==> src/rtl/boilerplate_core.sv <==
// Saturating accumulator for an unsigned sample stream: an input register feeds a
// PARAM2-bit accumulator that sticks at all-ones once the range is exhausted.
module boilerplate_core #(
  parameter int PARAM1 = 10,
  parameter int PARAM2 = 20
) (
  input  logic              clk,
  input  logic              reset,
  input  logic [PARAM1-1:0] in,
  output logic [PARAM2-1:0] out
);

  generate
    if (PARAM1 < 1) begin : g_bad_param1
      $error("boilerplate_core: PARAM1 must be >= 1");
    end
    if (PARAM2 < PARAM1) begin : g_bad_param2
      $error("boilerplate_core: PARAM2 must be >= PARAM1");
    end
  endgenerate

  logic [PARAM1-1:0] in_q;
  logic [PARAM2-1:0] acc_q, acc_d;
  logic              sat_q, sat_d;
  logic [PARAM2:0]   sum;

  // One extra bit of headroom exposes overflow as sum[PARAM2].
  assign sum = {1'b0, acc_q} + {{(PARAM2 + 1 - PARAM1){1'b0}}, in_q};

  always_comb begin
    acc_d = sum[PARAM2-1:0];
    sat_d = sat_q;
    // Landing exactly on all-ones is not an overflow but still pins the flag.
    if (sat_q || sum[PARAM2] || (&sum[PARAM2-1:0])) begin
      acc_d = '1;
      sat_d = 1'b1;
    end
  end

  always_ff @(posedge clk or negedge reset) begin
    if (!reset) begin
      in_q  <= '0;
      acc_q <= '0;
      sat_q <= 1'b0;
    end else begin
      in_q  <= in;
      acc_q <= acc_d;
      sat_q <= sat_d;
    end
  end

  assign out = acc_q;

endmodule

==> config.mk <==
export PLATFORM = sky130hd
export DESIGN_NAME = boilerplate_core
export DESIGN_NICKNAME = d
export VERILOG_FILES = /design/src/rtl/boilerplate_core.sv
export SDC_FILE = /design/constraint.sdc
export NUM_CORES = 1
export LEC_CHECK = 0
export CORE_AREA = 2 2 69 71
export CTS_CLUSTER_SIZE = 8
export DETAILED_ROUTE_END_ITERATION = 10
export DIE_AREA = 0 0 71 73
export SETUP_SLACK_MARGIN = 0.1
export SLEW_MARGIN = 20
export SYNTH_ARGS = -nofsm -noshare
export SYNTH_HDL_FRONTEND = slang
export SYNTH_SLANG_ARGS = --single-unit
==> constraint.sdc <==
create_clock -name clk -period 2.5 [get_ports clk]
set_clock_uncertainty 0.2 [all_clocks]
set_input_delay 0.375 -clock clk [delete_from_list [all_inputs] [get_ports clk]]
set_output_delay 0.375 -clock clk [all_outputs]
set_load 0.01 [all_outputs]
# [Word level (Yosys, flattened, before mapping)]
# Index checks and enable logic that the tools add are counted.
[classes] add_sub_neg=1 muxes=1 n_reduce_logical=3
[ops] cell="adder 20 x 10 -> 21 bit" count=1
[ops] cell="two-way mux 20 bit" count=1
[ops] cell="AND reduction 20 bit" count=1
[ops] cell="logical OR 1 bit" count=2
[totals] regBits=31 inputBits=12 out_inout_bits=20 wordCells=8

# [Longest topological paths before layout]
[depth] depth_word=4 ltp_mapped=11 ltp_nobuf=10

# [Least setup slack after synthesis]
# Ideal clock, no wire load.
[synth_path] kind="flip-flop to flip-flop" start="reg acc_q[0], in the netlist out[0]" end="reg sat_q" setup_time_ps=104 t_arrival_ps=2385 t_required_ps=2196 path_slack_ps=-189 stages_incl_launch_ff=11 path_buffers=0 period_less_slack_ps=2689 path_cell_list="dfrtp_1 -> ha_1 -> inv_1 -> fa_1 -> nand2b_1 -> a211oi_2 -> nor3_1 -> or3b_1 -> nor4_2 -> o2111ai_1 -> o41ai_2"
[synth_between] elab_chain_cells=3 elab_cells_between_ends=4 cone_classes="1 x add/sub; 3 x reduce/logical"
[synth_lines] element="start: declaration" line_no="23" rtl="logic [PARAM2-1:0] acc_q, acc_d;"
[synth_lines] element="start signal: assignment" line_no="43" rtl="acc_q <= '0;"
[synth_lines] element="start signal: assignment" line_no="47" rtl="acc_q <= acc_d;"
[synth_lines] element="adder 20 x 10 -> 21 bit *" line_no="28" rtl="assign sum = {1'b0, acc_q} + {{(PARAM2 + 1 - PARAM1){1'b0}}, in_q};"
[synth_lines] element="AND reduction 20 bit / logical OR 1 bit (equally long branches)" line_no="34" rtl="if (sat_q || sum[PARAM2] || (&sum[PARAM2-1:0])) begin"
[synth_lines] element="logical OR 1 bit *" line_no="34"
[synth_lines] element="end signal: assignment" line_no="48" rtl="sat_q <= sat_d;"
[synth_lines] element="end: declaration" line_no="24" rtl="logic sat_q, sat_d;"
# Every way passes the cells marked *; elsewhere a longest branch is shown, timed or not.
# A chain may end at the register's enable or synchronous reset.

# [Final worst setup path]
# Same ends and word-level chain as after synthesis.

==> reports/summary.txt <==
Max-Cap Viols: 0
Final hold vios: 0
Register area share after synthesis: 47.5%
Final Critical Period: 2.67 ns
Final setup violation count: 21
Core Rows: 25
CP endpoint kind: flop
Run status: finished, violations left
GP Congestion: 0.914
Most frequent cell after synthesis: dfrtp_1
Cells after synthesis: 158
Boundary pin count: 32
GR Layer Usage met2: 29.4%
Clock root buffer: clkbuf_8
Antenna violations before repair: 0
Setup CP Type: flop to flop
Clk_lat worst skew: 0.29 ns
Synth warn: 0
Met3 Usage GRT: 4.56%
Hold-fix buffers, CTS: 0
Clock sinks: 31
Layout cells sized above 1: 30.2%
Final critical-path share of the clock period: 107%
Max Fclk: 375 MHz
DR DRC count: 0
Grt ovf: 0
Final nets: 244
Via Count: 1396
Final Core Density: 54.4%
Setup slack, reg-to-reg: -0.17 ns
Gr usage total: 17.3%
Most used routing layer in global routing: met2
Violated checks: negative setup slack
Async set-reset flop share out of synthesis: 100%
Largest net degree at the start of global routing: 32
P per Cell Area: 1270 nW/um2
Crit path max fanout: 3
R2r worst-path depth: 11
Hold Slack: 0.282 ns
Setup_tns: -2.17 ns
CTS Buf Count: 5
Post-DRT Antenna Nets: 0
DRT Pass-1 Iters: 4
Post-Syn Area per Cell: 10.3 um2
Post-Route WL: 3910 um
RSZ-0062 raised after global routing: yes
Yosys top cell by area: dfrtp_1
DRT iter0 DRCs: 107
Number of buffers added on ports: 31
Initial core utilization: 36.0%
R2r endpoint: sat_q
Design area: 2470 um2
Top cells by count, synth: dfrtp_1 (31), nand2_1 (21), nor2_1 (12), ha_1 (10)
Die ar.: 5180 um2
Post-synth EDFFs: 0
Die height: 73 um
DR WL/cell: 14.2 um
Setup WS post-layout: -0.170 ns
Antenna Cells: 0
Vias in the first global route: 1583
Post-synth top area share: 47.5%
Hold WC Path Type: input port to asynchronous set/reset pin
Worst Path Arrival: 2.66 ns
Critical R2R Launch: out[0]
Global-route met1 utilization: 20.7%
CTS tree: built
Synthesized area: 1630 um2
Required time worst endpoint: 2.49 ns
Startpoint Class: flop
Slew Viols, Final: 0
Vias/cell: 5.06
Clock Path Buffers: 2
Cell variety after synth: 41
Dominant cells by area after synthesis: dfrtp_1 (47%), ha_1 (7.7%), nand2_1 (4.8%)
Core Area: 4540 um2
Area growth syn-to-layout: 51.0%
Worst-path clk slew: 0.07 ns
Post-synth top flop: dfrtp_1
H-tree depth: 2
Die width: 71 um
Post-DP HPWL: 2800 um
Measured slew at the worst slew-check pin: 0.397 ns
VDD IR max: 0.000667 V
Lkg Pwr: 0.00112 uW
Total design power: 3130 uW
Net Count, Synth: 181
#FFs+latches synth: 31
Global-route wire length before repair: 7020 um
Relative slew slack: 73.5%
Dpl cell area: 2210 um2
==> stage by stage <==
| stage | std cells | setup slack, ns |
|---|---|---|
| final | 276 | -0.170 |
| after global routing | 276 | -0.350 |
| after CTS | 276 | -0.189 |
| after detailed placement | 264 | -0.170 |
| after global placement | 264 | -0.130 |
| after floorplan | 158 | -0.136 |
==> worst max-delay path by stage <==
stage | from | to | slack [ns] | cells after the start
5_1_grt | out[0] | sat_q | -0.35 | 11
4_1_cts | out[0] | sat_q | -0.19 | 10
2_1_floorplan | out[0] | sat_q | -0.14 | 10
6_report | out[0] | sat_q | -0.17 | 11
3_5_place_dp | out[0] | sat_q | -0.17 | 10
3_3_place_gp | out[1] | sat_q | -0.13 | 8
==> critical path, cell delays in order (launching register included) <==
cell      delay (ns)
dfrtp_1         0.35
ha_2            0.19
inv_2           0.04
fa_2            0.34
nand2b_4        0.16
a211oi_4        0.24
buf_4           0.15
o32a_1          0.19
a21oi_2         0.10
nor2b_1         0.15
xnor2_1         0.13
o41ai_2         0.33
==> layout by cell type, fill, tap and decap left out, types with 4 or more instances in the layout <==
cell and count:
nand3_1 8, xor2_1 7, nand2_2 11, nand2_1 8, clkdlybuf4s50_1 31, dfrtp_1 31
ha_1 8, a21oi_1 8, clkbuf_8 6, buf_6 4, nor2_1 10, xnor2_1 8
inv_1 8, buf_4 21
==> power by group <==
part / switching, uW / internal [uW] / leakage [uW] / total, uW
clock: 194 / 322 / 0.0000612 / 516
combinational: 885 / 961 / 0.000682 / 1850
sequential: 115 / 653 / 0.000377 / 768
total: 1190 / 1940 / 0.00112 / 3130
==> what timing repair did <==
action / CTS / global route
hold endpoints to repair: 0 / 0
pin swaps: 3 / 3
gates resized for setup: 19 / 14
setup endpoints to repair: 21 / 21
setup buffers: 3 / 0
gates cloned: 1 / 0
==> layer usage <==
metal	vias to the layer above	part of all wire (%)
li1	677	-
met1	682	43
met2	26	52
met3	11	3.2
met4	0	1.9
met5	-	0
==> cell type report <==
type	count	area (um2)
Fill cell	374	2070
Tap cell	54	67.6
Multi-Input combinational cell	116	936
Sequential cell	31	776
Inverter	10	37.5
Timing Repair Buffer	57	533
Clock inverter	2	35.0
Clock buffer	6	82.6
==> cells by family after synthesis <==
kind of cell | Yosys count | synth area share [%]
simple gates | 60 | 18.5
compound gates | 30 | 14.5
buf+inv | 11 | 2.60
flops | 31 | 47.5
xor+xnor | 15 | 8.04
fa+ha+maj | 11 | 8.88
==> flip-flops by register name (all words and copies together) (netlist names) <==
| signal | flops |
|---|---|
| out | 20 |
| in_q | 10 |
| sat_q | 1 |
Power figures use the tool's default switching activity.
